--- config.mk ---
export PLATFORM = sky130hd
export DESIGN_NAME = rtmc_reg_arb
export DESIGN_NICKNAME = d
export VERILOG_FILES = /design/src/rtl/rtmc_pkg.sv /design/src/rtl/rtmc_rr_pick.sv /design/src/rtl/rtmc_reg_arb.sv
export SDC_FILE = /design/constraint.sdc
export NUM_CORES = 1
export LEC_CHECK = 0
export BUFFER_PORTS_ARGS = -buffer_cell sky130_fd_sc_hd__buf_2
export CORE_MARGIN = 2
export CORE_UTILIZATION = 28
export DETAILED_ROUTE_END_ITERATION = 7
export SYNTH_ARGS = -nofsm -noshare
export SYNTH_HDL_FRONTEND = slang
export SYNTH_SLANG_ARGS = --single-unit
--- constraint.sdc ---
create_clock -name clk -period 1.87 [get_ports clk]
set_clock_uncertainty 0.05 [all_clocks]
set_input_delay 0.2805 -clock clk [delete_from_list [all_inputs] [get_ports clk]]
set_output_delay 0.2805 -clock clk [all_outputs]
set_load 0.02 [all_outputs]
--- src/rtl/rtmc_pkg.sv ---
// Shared types and constants for the register-bus arbiter and its helpers.
`timescale 1ns/1ps
package rtmc_pkg;

    localparam int REG_ADDR_W = 8;
    localparam int REG_DATA_W = 16;

    // Read data returned to an initiator whose access was terminated by timeout.
    localparam logic [15:0] RTMC_BUS_ERR_DATA = 16'hDEAD;

    typedef enum logic [1:0] {
        ARB_IDLE,
        ARB_ISSUE,
        ARB_DONE
    } arb_state_t;

endpackage

--- src/rtl/rtmc_rr_pick.sv ---
// Combinational round-robin selector: first requester found scanning from ptr+1 upward (wrapping).
`timescale 1ns/1ps
module rtmc_rr_pick #(
    parameter int N  = 2,
    parameter int IW = (N > 1) ? $clog2(N) : 1
) (
    input  logic [N-1:0]  req,
    input  logic [IW-1:0] ptr,
    output logic [N-1:0]  onehot,
    output logic [IW-1:0] idx,
    output logic          valid
);

    function automatic logic [IW-1:0] wrap_idx(input logic [IW-1:0] p, input int k);
        int s;
        s = (int'(p) + 1 + k) % N;
        return IW'(s);
    endfunction

    always_comb begin
        valid  = 1'b0;
        idx    = '0;
        onehot = '0;
        for (int k = 0; k < N; k++) begin
            if (!valid && req[wrap_idx(ptr, k)]) begin
                valid = 1'b1;
                idx   = wrap_idx(ptr, k);
            end
        end
        if (valid) begin
            onehot[idx] = 1'b1;
        end
    end

endmodule

--- src/rtl/rtmc_reg_arb.sv ---
// Round-robin arbiter sharing one register responder between N_INI initiators,
// with registered strobes and a per-access timeout that returns an error word.
`timescale 1ns/1ps
module rtmc_reg_arb
    import rtmc_pkg::*;
#(
    parameter int N_INI  = 2,
    parameter int ADDR_W = REG_ADDR_W,
    parameter int DATA_W = REG_DATA_W,
    parameter int TO_CYC = 15
) (
    input  logic                    clk,
    input  logic                    rst,
    input  logic [N_INI*ADDR_W-1:0] ini_addr,
    input  logic [N_INI*DATA_W-1:0] ini_wdat,
    input  logic [N_INI-1:0]        ini_wr,
    input  logic [N_INI-1:0]        ini_rd,
    output logic [N_INI*DATA_W-1:0] ini_rdat,
    output logic [N_INI-1:0]        ini_ack,
    output logic [ADDR_W-1:0]       rsp_addr,
    output logic [DATA_W-1:0]       rsp_wdat,
    output logic                    rsp_wr,
    output logic                    rsp_rd,
    input  logic [DATA_W-1:0]       rsp_rdat,
    input  logic                    rsp_ack,
    output logic [N_INI-1:0]        grant,
    output logic                    err_to,
    input  logic                    err_clr
);

    localparam int IW = (N_INI > 1) ? $clog2(N_INI) : 1;
    localparam int CW = $clog2(TO_CYC + 1);
    localparam logic [CW-1:0] TO_LAST = CW'(TO_CYC - 1);
    localparam logic [IW-1:0] PTR_RST = IW'(N_INI - 1);

    arb_state_t          state_reg, state_next;
    logic [IW-1:0]       ptr_reg, ptr_next;
    logic [IW-1:0]       win_reg, win_next;
    logic [N_INI-1:0]    grant_reg, grant_next;
    logic [ADDR_W-1:0]   addr_reg, addr_next;
    logic [DATA_W-1:0]   wdat_reg, wdat_next;
    logic                wr_reg, wr_next;
    logic                rd_reg, rd_next;
    logic [CW-1:0]       cnt_reg, cnt_next;
    logic [DATA_W-1:0]   data_reg, data_next;
    logic                err_reg, err_next;
    logic                err_set;

    logic [N_INI-1:0]    req;
    logic [N_INI-1:0]    pick_onehot;
    logic [IW-1:0]       pick_idx;
    logic                pick_valid;
    logic [ADDR_W-1:0]   pick_addr;
    logic [DATA_W-1:0]   pick_wdat;
    logic                pick_wr;

    generate
        for (genvar gi = 0; gi < N_INI; gi++) begin : g_req
            assign req[gi] = ini_wr[gi] | ini_rd[gi];
        end
    endgenerate

    rtmc_rr_pick #(
        .N  (N_INI),
        .IW (IW)
    ) u_pick (
        .req    (req),
        .ptr    (ptr_reg),
        .onehot (pick_onehot),
        .idx    (pick_idx),
        .valid  (pick_valid)
    );

    always_comb begin
        pick_addr = '0;
        pick_wdat = '0;
        pick_wr   = 1'b0;
        for (int i = 0; i < N_INI; i++) begin
            if (pick_idx == IW'(i)) begin
                pick_addr = ini_addr[i*ADDR_W +: ADDR_W];
                pick_wdat = ini_wdat[i*DATA_W +: DATA_W];
                pick_wr   = ini_wr[i];
            end
        end
    end

    always_comb begin
        state_next = state_reg;
        ptr_next   = ptr_reg;
        win_next   = win_reg;
        grant_next = grant_reg;
        addr_next  = addr_reg;
        wdat_next  = wdat_reg;
        wr_next    = wr_reg;
        rd_next    = rd_reg;
        cnt_next   = cnt_reg;
        data_next  = data_reg;
        err_set    = 1'b0;
        case (state_reg)
            ARB_IDLE: begin
                if (pick_valid) begin
                    state_next = ARB_ISSUE;
                    ptr_next   = pick_idx;
                    win_next   = pick_idx;
                    grant_next = pick_onehot;
                    addr_next  = pick_addr;
                    wdat_next  = pick_wdat;
                    // A simultaneous wr and rd is treated as a write.
                    wr_next    = pick_wr;
                    rd_next    = ~pick_wr;
                    cnt_next   = '0;
                end
            end
            ARB_ISSUE: begin
                cnt_next = cnt_reg + CW'(1);
                if (rsp_ack) begin
                    data_next  = rsp_rdat;
                    state_next = ARB_DONE;
                end else if (cnt_reg == TO_LAST) begin
                    data_next  = DATA_W'(RTMC_BUS_ERR_DATA);
                    err_set    = 1'b1;
                    state_next = ARB_DONE;
                end
                if (state_next == ARB_DONE) begin
                    wr_next    = 1'b0;
                    rd_next    = 1'b0;
                    grant_next = '0;
                end
            end
            ARB_DONE: begin
                // Requests are deliberately not sampled here so a dropping initiator is not re-granted.
                state_next = ARB_IDLE;
            end
            default: begin
                state_next = ARB_IDLE;
            end
        endcase
        err_next = err_set ? 1'b1 : (err_clr ? 1'b0 : err_reg);
    end

    always_ff @(posedge clk or posedge rst) begin
        if (rst) begin
            state_reg <= ARB_IDLE;
            ptr_reg   <= PTR_RST;
            win_reg   <= '0;
            grant_reg <= '0;
            addr_reg  <= '0;
            wdat_reg  <= '0;
            wr_reg    <= 1'b0;
            rd_reg    <= 1'b0;
            cnt_reg   <= '0;
            data_reg  <= '0;
            err_reg   <= 1'b0;
        end else begin
            state_reg <= state_next;
            ptr_reg   <= ptr_next;
            win_reg   <= win_next;
            grant_reg <= grant_next;
            addr_reg  <= addr_next;
            wdat_reg  <= wdat_next;
            wr_reg    <= wr_next;
            rd_reg    <= rd_next;
            cnt_reg   <= cnt_next;
            data_reg  <= data_next;
            err_reg   <= err_next;
        end
    end

    generate
        for (genvar gi = 0; gi < N_INI; gi++) begin : g_ret
            assign ini_ack[gi] = (state_reg == ARB_DONE) && (win_reg == IW'(gi));
            assign ini_rdat[gi*DATA_W +: DATA_W] = ini_ack[gi] ? data_reg : '0;
        end
    endgenerate

    assign rsp_addr = addr_reg;
    assign rsp_wdat = wdat_reg;
    assign rsp_wr   = wr_reg;
    assign rsp_rd   = rd_reg;
    assign grant    = grant_reg;
    assign err_to   = err_reg;

endmodule
==> results.md <==
* Run status: completed
* Worst hold path startpoint: err_clr
* Setup-violating endpoint count in the final report at 0
* CTS max path bufs at 2
* Ratio of cells with drive above 1 in the final layout at a little under half
* Length of the first detailed-routing pass in iterations at 8
* Sum of net half-perimeters after detailed placement at approximately 4.4 mm
* Global routing met3 resource utilization at about 3.0%
* Width of the die at about 97 um
* Remaining max-slew budget at the tightest pin at 67.05%
* Post-Synthesis Net Count at 286
* Biggest fanout along the worst timing path at 17
* Critical path startpoint: state_reg[0]
* Number of top-level pins at roughly 140
* Crit path arrival time at between 1 and 1.5 ns
* Pwr/cell area at 1551 nW/um^2
* Placeable core region at around 8300 sq um
* Setup repair after global routing missed its margin: true
* Initial antenna violation count at 0
* Clk network pwr share at roughly an eighth
* Clock tree from TritonCTS: built
* Combinational share of power at between 40% and 50%
* FF-to-FF setup slack at around 0.29 ns
* Share of the cycle needed by the critical path after routing at ~96%
* Net switching power of the design at about 2.1 mW
* Global-route wire length before repair at ~9.8 mm
* Minimum clock period after layout at 1.790 ns
* WS Path Type: flop to output port
* Number of enable-type register cells in the synthesized netlist at 0
* Via count of the routed design at 2110
* Worst vdd ir at roughly 650 uV
* Path depth of the worst reg2reg path at 4
* Number of max-slew violations in the final report at 0
* Data required, critical path at 1.54 ns
* Max Clk Rate at ~560 MHz
* Drt wl/cell at ~13 um
* Leakage power of the design at approximately 1.8 nW
* Number of hold violations in the final report at 0
* Number of stages on the worst hold path at 2
* Clk Tree Root Cell: sky130_fd_sc_hd__clkbuf_8
* Overflow left after global routing at 0
* Number of routed nets with antenna violations at 0
* Post-route setup slack at around 0.08 ns
* Vias in the first global route at about 2000
* Busiest layer in global routing: met2
* Post-synthesis area per instance at 11.46 sq um
* Accumulated negative setup slack at 0 ns
* Portion of the post-synthesis area used by sequential elements at a little over half
* Synth Cell Area at ~2400 sq um
* Ys flop type: sky130_fd_sc_hd__dfrtp_1
* Die Area at about 9400 sq um
* Number of H-tree levels at 2
* Hold Path Sink: err_to
* Chip height at 97.13 um
* Synth Warn # at 0
* Async S/R FF share, synth at 100.0%
* Internal Power at around 3.0 mW
* Worst Tran Pin Value at just under 0.5 ns
* Total of max-cap violations at 0
* Fill cell total of the finished layout at 827
* DR vias/cell at between 4 and 5
* Placement Setup Slack at between 0.2 and 0.25 ns
* Number of DRC markers in iteration 0 at about 150
* Clock transition time at the flip-flop clock pins of the worst setup and hold paths at 0.09 ns
* Post-synth cell types at 35
* Class of the tightest hold or removal check: input pin to flop
* Number of synthesized register bits at 53
* Sw Ratio at 41.03%
* Antenna diode count at 0
* Remaining routing DRC violations at 0
* Total clock sinks at 53
* Met1 track demand over resource in global routing at around 16%
* Number of instances in the synthesized netlist at 212
* Final RePlAce weighted congestion at 0.7114
* # port buffers at 134
* Routed WL at about 6 mm
* Final worst hold slack at approximately 0.11 ns
* Terminus of the critical flop-to-flop path: grant[0]
* Capturing element type of the critical path: output port
* Largest net degree at the start of global routing at 37
* Effective utilization at floorplan at roughly 29%
* GR Layer Usage met2 at between 20% and 30%
* Crit path launch type: flop
* Source-to-sink clock delay at the later pin of the worst-skew pair at about 0.30 ns
* Total CTS buffers at 5
* Register share of total power at 39.5%
* Gr usage total at 12.54%
* Std-Cell Rows at 33
* Relative area change from synthesis to final layout at 36.99%
* Post-CTS Setup Repair Bufs at 0
* RR Startpoint: state_reg[0]
* Layout net count at about 420
==> layer usage <==
metal	vias to the layer above	share of wire [%]
met5	-	0
met3	4	7.6
li1	1035	-
met1	974	43
met2	97	49
met4	0	0.63
==> stage by stage <==
stage,total power [mW],util (%),cells,cell area (sq um)
final,5.161,40.09,452,3327
after floorplan,3.794,-,212,2429
after global placement,4.477,38.53,444,3198
after global routing,5.556,40.09,452,3327
after detailed placement,4.533,38.53,444,3198
after CTS,5.209,39.76,452,3299
==> cells in the mapped netlist (3+ instances only) <==
master / n / area [sq um]
sky130_fd_sc_hd__and2_1: 33 / 206.5
sky130_fd_sc_hd__buf_2: 6 / 30.03
sky130_fd_sc_hd__nand2_1: 3 / 11.26
sky130_fd_sc_hd__clkbuf_1: 3 / 11.26
sky130_fd_sc_hd__a222oi_1: 24 / 240.2
sky130_fd_sc_hd__a22o_1: 5 / 43.79
sky130_fd_sc_hd__nor2_1: 3 / 11.26
sky130_fd_sc_hd__nand3_1: 7 / 35.03
sky130_fd_sc_hd__buf_6: 5 / 56.30
sky130_fd_sc_hd__inv_1: 29 / 108.9
sky130_fd_sc_hd__dfrtp_1: 52 / 1301
sky130_fd_sc_hd__o22a_1: 11 / 96.34
sky130_fd_sc_hd__o21ai_0: 5 / 25.02
==> critical path, cell delays in order (launching register included) <==
cell,delay [ns]
sky130_fd_sc_hd__dfrtp_1,0.43
sky130_fd_sc_hd__and3b_4,0.42
sky130_fd_sc_hd__and2_1,0.15
sky130_fd_sc_hd__buf_2,0.15
==> kinds of logic (layout without fill, tap and decap cells) <==
family | after synthesis | in the layout | synth area share (%)
AO/OA/AOI/OAI | 56 | 56 | 21.48
XOR/XNOR | 1 | 1 | 0.3607
adder cells (fa/ha/maj) | 2 | 2 | 1.030
buffers and inverters | 44 | 179 | 8.655
flip-flops | 53 | 53 | 54.66
AND/OR/NAND/NOR | 56 | 56 | 13.81
==> how the worst max path moves through the flow <==
stage,cells past startpoint,endpoint,slack [ns]
finish,3,ini_rdat[26],0.08
detailed placement,3,ini_rdat[23],0.22
global placement,3,ini_rdat[28],0.31
CTS,3,ini_rdat[23],0.04
floorplan,4,ini_rdat[22],0.13
global route,4,ini_rdat[11],-0.01
==> placed cells by master (no fill, tap or decap), drive strengths merged <==
cell type,instances
buf,141
dfrtp,52
and2,33
inv,30
a222oi,24
o22a,11
nand3,7
clkbuf,6
o21ai,6
a22o,5
nor2,4
nand2,4
a31o,2
a21o,2
ha,2
and3b,2
o41ai,1
o221a,1
and3,1
and2b,1
nand2b,1
or3,1
or2b,1
a21oi,1
a31oi,1
o2bb2ai,1
nor3b,1
xor2,1
o31ai,1
clkinvlp,1
dlygate4sd3,1
dfstp,1
==> power by group through the flow <==
| stage | sequential, mW | clock, mW | combinational, mW |
|---|---|---|---|
| 4_1_cts | 2.04 | 0.691 | 2.48 |
| 6_report | 2.04 | 0.665 | 2.46 |
| 2_1_floorplan | 2.34 | 0 | 1.45 |
| 3_5_place_dp | 2.05 | 0 | 2.48 |
| 3_3_place_gp | 2.04 | 0 | 2.44 |
| 5_1_grt | 2.12 | 0.747 | 2.69 |
==> timing repair <==
item	CTS	global route
hold buffers	1	0
endpoints found under the hold margin	11	0
resized for setup	1	11
gates cloned	0	0
endpoints found under the setup margin	17	26
==> layout make-up <==
class	instances	area, sq um	share of cell area, %
tap	105	131.4	3.949
clock buffer	6	82.58	2.482
sequential	53	1328	39.90
clock inverter	1	7.507	0.2256
multi-input combinational	115	894.6	26.89
inverter	30	112.6	3.385
timing repair buffer	142	770.7	23.17
(Power assumes the default switching activity.)
